**config.mk**
```make
export PLATFORM = sky130hd
export DESIGN_NAME = sdram_port_scheduler
export DESIGN_NICKNAME = d
export VERILOG_FILES = /design/src/rtl/sdram_sched_pkg.sv /design/src/rtl/rr_priority_pick.sv /design/src/rtl/sdram_port_scheduler.sv
export SDC_FILE = /design/constraint.sdc
export NUM_CORES = 1
export LEC_CHECK = 0
export CORE_MARGIN = 2
export CORE_UTILIZATION = 35
export DETAILED_ROUTE_END_ITERATION = 12
export GPL_ROUTABILITY_DRIVEN = 0
export HOLD_SLACK_MARGIN = 0.02
export RECOVER_POWER = 50
export SYNTH_ARGS = -nofsm -noshare
export SYNTH_HDL_FRONTEND = slang
export SYNTH_SLANG_ARGS = --single-unit
```
**constraint.sdc**
```tcl
create_clock -name clock -period 2.05 [get_ports clock]
set_input_delay 0.3075 -clock clock [delete_from_list [all_inputs] [get_ports clock]]
set_output_delay 0.3075 -clock clock [all_outputs]
set_load 0.01 [all_outputs]
```
**src/rtl/sdram_sched_pkg.sv**
```systemverilog
// Shared types for the SDRAM port scheduler: FSM state encoding and a one-hot
// to index helper.
package sdram_sched_pkg;

  localparam int unsigned MaxPorts = 8;

  typedef enum logic [2:0] {
    StIdle,
    StArb,
    StIssue,
    StBurst,
    StGap
  } sched_state_e;

  // OR-reduction encoder; the input is expected to be one-hot or zero.
  function automatic logic [2:0] onehot_to_idx(input logic [MaxPorts-1:0] oh);
    logic [2:0] idx;
    idx = '0;
    for (int i = 0; i < MaxPorts; i++) begin
      if (oh[i]) idx = idx | 3'(i);
    end
    return idx;
  endfunction

endpackage

```
**src/rtl/rr_priority_pick.sv**
```systemverilog
// Combinational winner selection: lowest urgent requester, then the realtime
// port, then round-robin starting at the pointer.
module rr_priority_pick #(
  parameter int unsigned N       = 2,
  parameter int unsigned RT_PORT = 1,
  parameter int unsigned IdxW    = (N > 1) ? $clog2(N) : 1
) (
  input  logic [N-1:0]    req_i,
  input  logic [N-1:0]    urgent_i,
  input  logic [IdxW-1:0] ptr_i,
  output logic [IdxW-1:0] winner_o,
  output logic            valid_o
);

  localparam logic [IdxW-1:0] RtIdx = IdxW'(RT_PORT);

  logic [N-1:0]    urg_req;
  logic [IdxW-1:0] urg_idx;
  logic            urg_hit;
  logic [IdxW-1:0] rr_idx;
  logic            rr_hit;
  int unsigned     rr_pos;

  assign urg_req = req_i & urgent_i;

  // Scan downwards so the last hit, the lowest index, wins.
  always_comb begin
    urg_idx = '0;
    urg_hit = 1'b0;
    for (int i = N - 1; i >= 0; i--) begin
      if (urg_req[i]) begin
        urg_idx = IdxW'(i);
        urg_hit = 1'b1;
      end
    end
  end

  always_comb begin
    rr_idx = '0;
    rr_hit = 1'b0;
    rr_pos = 0;
    for (int k = N - 1; k >= 0; k--) begin
      rr_pos = (32'(ptr_i) + 32'(k)) % N;
      if (req_i[rr_pos[IdxW-1:0]]) begin
        rr_idx = rr_pos[IdxW-1:0];
        rr_hit = 1'b1;
      end
    end
  end

  always_comb begin
    if (urg_hit) begin
      winner_o = urg_idx;
      valid_o  = 1'b1;
    end else if (req_i[RtIdx]) begin
      winner_o = RtIdx;
      valid_o  = 1'b1;
    end else begin
      winner_o = rr_idx;
      valid_o  = rr_hit;
    end
  end

endmodule

```
**src/rtl/sdram_port_scheduler.sv**
```systemverilog
// Owns the shared SDRAM data port: arbitrates requesters, issues one start
// pulse per burst and holds the grant until the burst ends or the watchdog fires.
module sdram_port_scheduler
  import sdram_sched_pkg::*;
#(
  parameter int unsigned N             = 2,
  parameter int unsigned RT_PORT       = 1,
  parameter int unsigned AGE_LIMIT     = 64,
  parameter int unsigned BURST_TIMEOUT = 1024,
  parameter int unsigned IdxW          = (N > 1) ? $clog2(N) : 1
) (
  input  logic            clock,
  input  logic            reset,
  input  logic [N-1:0]    req,
  input  logic            ctrl_ready,
  input  logic            last_word,
  output logic [N-1:0]    grant,
  output logic [IdxW-1:0] grant_id,
  output logic            start,
  output logic [N-1:0]    urgent,
  output logic            timeout_err
);

  localparam int unsigned    AgeW   = $clog2(AGE_LIMIT + 1);
  localparam int unsigned    WdW    = $clog2(BURST_TIMEOUT + 1);
  localparam logic [AgeW-1:0] AgeMax = AgeW'(AGE_LIMIT);
  localparam logic [WdW-1:0]  WdMax  = WdW'(BURST_TIMEOUT);
  localparam logic [IdxW-1:0] LastIdx = IdxW'(N - 1);

  sched_state_e              state_q, state_d;
  logic [N-1:0]              grant_q, grant_d;
  logic [IdxW-1:0]           grant_id_q, grant_id_d;
  logic                      start_q, start_d;
  logic                      timeout_err_q, timeout_err_d;
  logic [IdxW-1:0]           ptr_q, ptr_d;
  logic [WdW-1:0]            wd_q, wd_d;
  logic [N-1:0][AgeW-1:0]    age_q, age_d;
  logic                      issue;
  logic [IdxW-1:0]           pick_idx;
  logic                      pick_valid;

  always_comb begin
    urgent = '0;
    for (int i = 0; i < N; i++) urgent[i] = (age_q[i] == AgeMax);
  end

  rr_priority_pick #(
    .N       (N),
    .RT_PORT (RT_PORT),
    .IdxW    (IdxW)
  ) u_pick (
    .req_i    (req),
    .urgent_i (urgent),
    .ptr_i    (ptr_q),
    .winner_o (pick_idx),
    .valid_o  (pick_valid)
  );

  always_comb begin
    state_d       = state_q;
    grant_d       = grant_q;
    start_d       = 1'b0;
    timeout_err_d = timeout_err_q;
    ptr_d         = ptr_q;
    wd_d          = wd_q;
    issue         = 1'b0;

    unique case (state_q)
      StIdle: begin
        if (|req) state_d = StArb;
      end
      StArb: begin
        if (pick_valid) begin
          grant_d           = '0;
          grant_d[pick_idx] = 1'b1;
          state_d           = StIssue;
        end else begin
          state_d = StIdle;
        end
      end
      StIssue: begin
        if (!(|(req & grant_q))) begin
          grant_d = '0;
          state_d = StIdle;
        end else if (ctrl_ready) begin
          start_d = 1'b1;
          issue   = 1'b1;
          ptr_d   = (grant_id_q == LastIdx) ? '0 : grant_id_q + 1'b1;
          wd_d    = '0;
          state_d = StBurst;
        end
      end
      StBurst: begin
        wd_d = wd_q + 1'b1;
        // A last_word coinciding with expiry is a normal end.
        if (last_word) begin
          grant_d = '0;
          state_d = StGap;
        end else if (wd_d == WdMax) begin
          grant_d       = '0;
          timeout_err_d = 1'b1;
          state_d       = StGap;
        end
      end
      StGap: begin
        state_d = (|req) ? StArb : StIdle;
      end
      default: begin
        grant_d = '0;
        state_d = StIdle;
      end
    endcase

    grant_id_d = IdxW'(onehot_to_idx(MaxPorts'(grant_d)));

    for (int i = 0; i < N; i++) begin
      if (!req[i] || (issue && grant_q[i])) begin
        age_d[i] = '0;
      end else if (!grant_q[i] && (age_q[i] != AgeMax)) begin
        age_d[i] = age_q[i] + 1'b1;
      end else begin
        age_d[i] = age_q[i];
      end
    end
  end

  always_ff @(posedge clock or negedge reset) begin
    if (!reset) begin
      state_q       <= StIdle;
      grant_q       <= '0;
      grant_id_q    <= '0;
      start_q       <= 1'b0;
      timeout_err_q <= 1'b0;
      ptr_q         <= '0;
      wd_q          <= '0;
      age_q         <= '0;
    end else begin
      state_q       <= state_d;
      grant_q       <= grant_d;
      grant_id_q    <= grant_id_d;
      start_q       <= start_d;
      timeout_err_q <= timeout_err_d;
      ptr_q         <= ptr_d;
      wd_q          <= wd_d;
      age_q         <= age_d;
    end
  end

  assign grant       = grant_q;
  assign grant_id    = grant_id_q;
  assign start       = start_q;
  assign timeout_err = timeout_err_q;

endmodule

```
== After elaboration in Yosys (flattened, before gate mapping) ==
Index checks and enable logic that the tools add are counted.

* Register bits after elaboration: 34
* Bits in latches: 0
* Bits in writable memories: 0
* ROM bits: 0
* Input port bits: 6
* Output and inout port bits: 7
* Logic and storage cells: 104
* Memories: 0

* Add/subtract/negate cells: 5
* Multipliers: 0
* Div/mod/pow operators: 0
* $lt $le $gt $ge: 4
* Equality and inequality tests: 16
* Shift operators: 0
* Multiplexer cells: 42
* Bitwise logic cells: 4
* Reduce and logical (&&, ||, !) cells: 23

{| class="wikitable"
|+ Operators with widths
! operator !! count
|-
| 2-to-1 mux 7 bit || 4
|-
| 2-to-1 mux 1 bit || 22
|-
| 2-to-1 mux 11 bit || 2
|-
| one-hot mux 11 bit (2 select lines) || 1
|-
| 2-to-1 mux 3 bit || 5
|-
| one-hot mux 3 bit (5 select lines) || 1
|-
| adder 7 x 1 -> 7 bit (second input constant) || 2
|-
| == test 7 bit (second input constant) || 2
|-
| inequality test 7 bit (second input constant) || 2
|-
| AND reduction 3 bit || 4
|-
| adder 11 x 1 -> 11 bit (second input constant) || 1
|-
| == test 11 bit (second input constant) || 1
|-
| 2-to-1 mux 2 bit || 5
|-
| inequality test 2 bit (second input constant) || 5
|-
| one-hot mux 2 bit (4 select lines) || 1
|-
| == test 3 x 2 -> 1 bit (second input constant) || 2
|-
| < comparator 1 x 2 -> 1 bit (second input constant) || 3
|-
| inequality test 3 bit (second input constant) || 2
|-
| nonzero test 2 bit || 3
|-
| OR reduction 2 bit || 3
|-
| logical AND 1 bit || 5
|-
| bitwise AND 2 bit || 2
|-
| zero test 1 bit || 4
|-
| AND reduction 4 bit || 1
|-
| 8 further kinds || 11
|}

== Longest topological paths before layout ==
* Depth in word-level cells: 14
* Mapped depth: 7

== Hierarchy ==
Synthesis repeated with hierarchy kept, for this count alone.

* Cell total of the unflattened synthesis: 199
* Area total of the unflattened synthesis: 1845.5 um^2

{| class="wikitable"
|+ By module, submodules not included
! module !! instances !! cells an instance !! area an instance (um^2) !! sequential area each (um^2)
|-
| sdram_port_scheduler || 1 || 197 || 1831.8 || 825.8
|-
| rr_priority_pick || 1 || 2 || 13.8 || 0.0
|}

== Least setup slack after synthesis ==
No wires, ideal clock.

* Path type: reg2reg
* From: register wd_q[0]
* To: register state_q[1]
* Arrival: 1.558 ns
* Required time: 1.916 ns
* Setup slack: 0.358 ns
* Cell stages (with the launch flop): 7
* Path buffers: 0
* Cells stage by stage: dfrtp_1 ha_1 and4_2 nor4_1 nor3_1 nor3_2 o32ai_2

* Longest elaborated chain between the ends: 4

{| class="wikitable"
|+ RTL lines
! what !! RTL line !! RTL
|-
| start: declaration || sdram_port_scheduler.sv:36 || <nowiki>logic [WdW-1:0] wd_q, wd_d;</nowiki>
|-
| start signal: assignment || sdram_port_scheduler.sv:144 || <nowiki>wd_q <= wd_d;</nowiki>
|-
| adder 11 x 1 -> 11 bit || sdram_port_scheduler.sv:94 || <nowiki>wd_d = wd_q + 1'b1;</nowiki>
|-
| == test 11 bit || sdram_port_scheduler.sv:99 || <nowiki>end else if (wd_d == WdMax) begin</nowiki>
|-
| inequality test 3 bit (no line) || - ||
|-
| AND reduction 3 bit (no line) || - ||
|-
| end signal: assignment || sdram_port_scheduler.sv:129 || <nowiki>state_q <= StIdle;</nowiki>
|-
| end signal: assignment || sdram_port_scheduler.sv:138 || <nowiki>state_q <= state_d;</nowiki>
|-
| end: declaration || sdram_port_scheduler.sv:30 || <nowiki>sched_state_e state_q, state_d;</nowiki>
|}

No other way between the ends.
A chain may end at the register's enable or synchronous reset.

== Final worst setup path ==
* From: register age_q[0] in the netlist's numbering
* To: output urgent[0]

* Longest elaborated chain between the ends: 1

{| class="wikitable"
|+ RTL lines
! what !! RTL line !! RTL
|-
| start: declaration || sdram_port_scheduler.sv:37 || <nowiki>logic [N-1:0][AgeW-1:0] age_q, age_d;</nowiki>
|-
| start signal: assignment || sdram_port_scheduler.sv:145 || <nowiki>age_q <= age_d;</nowiki>
|-
| == test 7 bit || sdram_port_scheduler.sv:44 || <nowiki>for (int i = 0; i < N; i++) urgent[i] = (age_q[i] == AgeMax);</nowiki>
|-
| end: declaration || sdram_port_scheduler.sv:20 || <nowiki>output logic [N-1:0] urgent,</nowiki>
|}

No other way between the ends.

==> qor.yml <==
comb_power_share: 0.383
antenna_found_initial: 0
drc: 0
slew_viol_final: 0
numClockSinks: 32
synth_top_area_cell: "dfrtp_1"
p_switching_mw: 0.864
ys_seq_area_frac: 0.416
postCtsHoldBufs: 0
worstMarginPinSlew_ns: 0.811
rsz0062_at_grt: "false"
firstDrtPassIters: 5
vias_per_cell: 5.29
synth_top_family_by_area: "simple AND/OR/NAND/NOR gates"
syn_area_mm2: 0.00193
crit_chain: "inv_1 -> ha_1 -> nor4b_4 -> and2_4 -> dlygate4sd2_1"
yosys_warnings: 0
track_usage: 0.147
synthXorXnorAreaFrac: 0.0591
hold_path_class: "reg -> reg"
yosysTopAreaCellShare: 0.416
status: "completed"
intPower_mw: 1.48
path_clk_slew_ns: 0.07
grt_pass1_wl_um: 7250
dieArea_mm2: 0.00611
synth_compound_area_frac: 0.195
vdd_drop_max_v: 0.000598
drive_above_1_share: 0.157
core_area_mm2: 0.00541
cts-htree-levels: 2
grt_pass1_vias: 1556
dr.first_iter.drc_count: 127
die_w_um: 78.2
nets: 239
syn_nets: 223
tritoncts: "built"
leakagePower_nw: 1.04
num_rows: 27
initial_core_util: 0.356
cts_root_buf: "clkbuf_8"
synth_cell_types: 51
antenna_cells: 0
postSynthAreaPerCell_um2: 9.08
clockPowerShare: 0.216
grt_max_degree: 33
finalSetupViolations: 0
wl_um: 4080
synth_mux_area_frac: 0.00585
maxCapViolations: 0
wl_per_cell_um: 13.5
slowest_delay_ns: 0.38
synth_seq_cells: 32
syn2layout_area_growth_pct: 19.6
power_frac_seq: 0.401
io_buffers: 12
grt_overflow: 0
die_y_um: 78.2
hpwl_um: 2890
cp_top_family: "simple AND/OR/NAND/NOR gates"
num_vias: 1591
layout_commonest_cell: "dfrtp_1"
total_power_mw: 2.35
synth-adder-area-share: 0.0325
startpoint_type: "register"
slowest_stage: "dfrtp_1"
cellPowerDensity_mw_per_mm2: 1020
critical_path_required_ns: 1.74
synthTopCellsByArea: "dfrtp_1 (42%), nor2_1 (4.7%), o21ai_0 (4.2%)"
relSlewSlack: 0.459
fin_crit_ns: 1.87
clk_path_buf_depth: 2
clock_latency_ns: 0.28
end_kind: "primary output"
drtAntennaViolNets: 0
worst_clock_skew_ns: 0.00259
clock.fmax_mhz: 533
hold_viol_final: 0
cts_buffers: 5
critPathArrivalTime_ns: 1.57
tns_ns: 0
boundaryPins: 13
synth_cells: 212
yosys.area_share.simple: 0.248
final_cell_mix: "dfrtp_1 (30), nor2_1 (24), nand2_1 (16), o21ai_0 (16)"
critical_path_buf_inv_count: 2
path_max_fanout: 3
post-route-period-util: 0.915
critPathKind: "reg -> out"
switching_share: 0.368
fillers: 547
-- kinds of logic (layout without fill, tap and decap cells) --
group                    Yosys count  after routing
flip-flops                        32             32
XOR/XNOR                          13             13
AND/OR/NAND/NOR                   88             88
buffers and inverters             18             35
multiplexers                       1              1
AO/OA/AOI/OAI                     55             55
adder cells (fa/ha/maj)            5              5
-- worst register-to-register path, delay by kind of cell (launching register included) --
kind / cells / cell delay, ns
flops: 1 / 0.45
buf+inv: 1 / 0.15
simple gates: 2 / 0.44
fa+ha+maj: 1 / 0.20
compound gates: 3 / 0.46
-- power by group through the flow --
| stage | Sequential [mW] | Clock, mW | Combinational (mW) |
|---|---|---|---|
| floorplan | 0.869 | 0 | 0.669 |
| global placement | 0.937 | 0 | 0.850 |
| detailed placement | 0.939 | 0 | 0.869 |
| CTS | 0.930 | 0.523 | 0.893 |
| global route | 0.967 | 0.546 | 1.03 |
| finish | 0.940 | 0.507 | 0.899 |
-- state kept, by name, summed over array words and instances (netlist names) --
name and cells:
timeout_err 1, grant 2, wd_q 11, start 1
state_q 3, age_q 14
-- path summary, 6_finish.rpt --
kind / from / to / slack [ns] / cells past startpoint
setup / recovery: age_q[0]$_DFFE_PN0P_ / urgent[0] / 0.18 / 5
hold / removal: timeout_err$_DFFE_PN0P_ / timeout_err$_DFFE_PN0P_ / 0.47 / 1
setup reg to reg: wd_q[0]$_DFFE_PN0P_ / state_q[1]$_DFFE_PN0P_ / 0.21 / 7
hold reg to reg: timeout_err$_DFFE_PN0P_ / timeout_err$_DFFE_PN0P_ / 0.47 / 1
max in group asynchronous: reset / age_q[11]$_DFFE_PN0P_ / 0.86 / 2
min in group asynchronous: reset / age_q[13]$_DFFE_PN0P_ / 0.64 / 2
-- cells in the mapped netlist (all sizes together) --
master	n
nor2b	6
a22o	2
nor3	4
o32ai	1
buf	12
o211a	1
a22oi	2
and3	6
nor2	25
clkbuf	1
a211oi	1
nor3b	2
a21o	4
o21ai	19
nand4b	2
o21a	2
nor4	4
a2bb2oi	1
or3b	1
nand4	5
xor2	9
o31ai	3
nand3b	2
a31oi	6
o31a	2
and4bb	1
ha	5
a21oi	6
dfrtp	32
a21boi	1
xnor2	4
and4	1
inv	5
o22ai	2
nand2	16
a211o	1
o41ai	1
nand3	7
nor4b	1
mux2	1
and3b	2
and2	3
-- area by class of cell --
| cell class | instances | area, µm² | share of cell area |
|---|---|---|---|
| multi-input cells | 162 | 1100 | 0.479 |
| well taps | 72 | 90.1 | 0.0391 |
| inverters | 5 | 18.8 | 0.00815 |
| clock buffers | 6 | 82.6 | 0.0359 |
| clock inverters | 2 | 10.0 | 0.00435 |
| repair buffers | 22 | 194 | 0.0842 |
| flip-flops and latches | 32 | 803 | 0.349 |
-- stage by stage --
stage           util  instances  hold slack [ns]  setup WS (ns)  cell area (µm²)
2_1_floorplan      -        212           0.0119          0.358             1930
3_3_place_gp   0.396        292            0.450         0.0424             2140
3_5_place_dp   0.396        292            0.451         0.0149             2140
4_1_cts        0.417        300            0.442        0.00227             2250
5_1_grt        0.426        301            0.494         0.0199             2300
6_report       0.426        301            0.465          0.175             2300
-- what timing repair did --
action                     in CTS  in global routing
resized for setup               5                  9
pin swaps                       1                  1
gates cloned                    0                  0
setup endpoints to repair       2                  5
setup buffers                   0                  1
-- routing by layer --
layer | track usage | share of wire
met5 | 0 | 0
met4 | 0.0368 | 0.0054
met2 | 0.245 | 0.49
met1 | 0.193 | 0.47
met3 | 0.0356 | 0.033
Note: power is estimated with default switching activity, not from simulation.
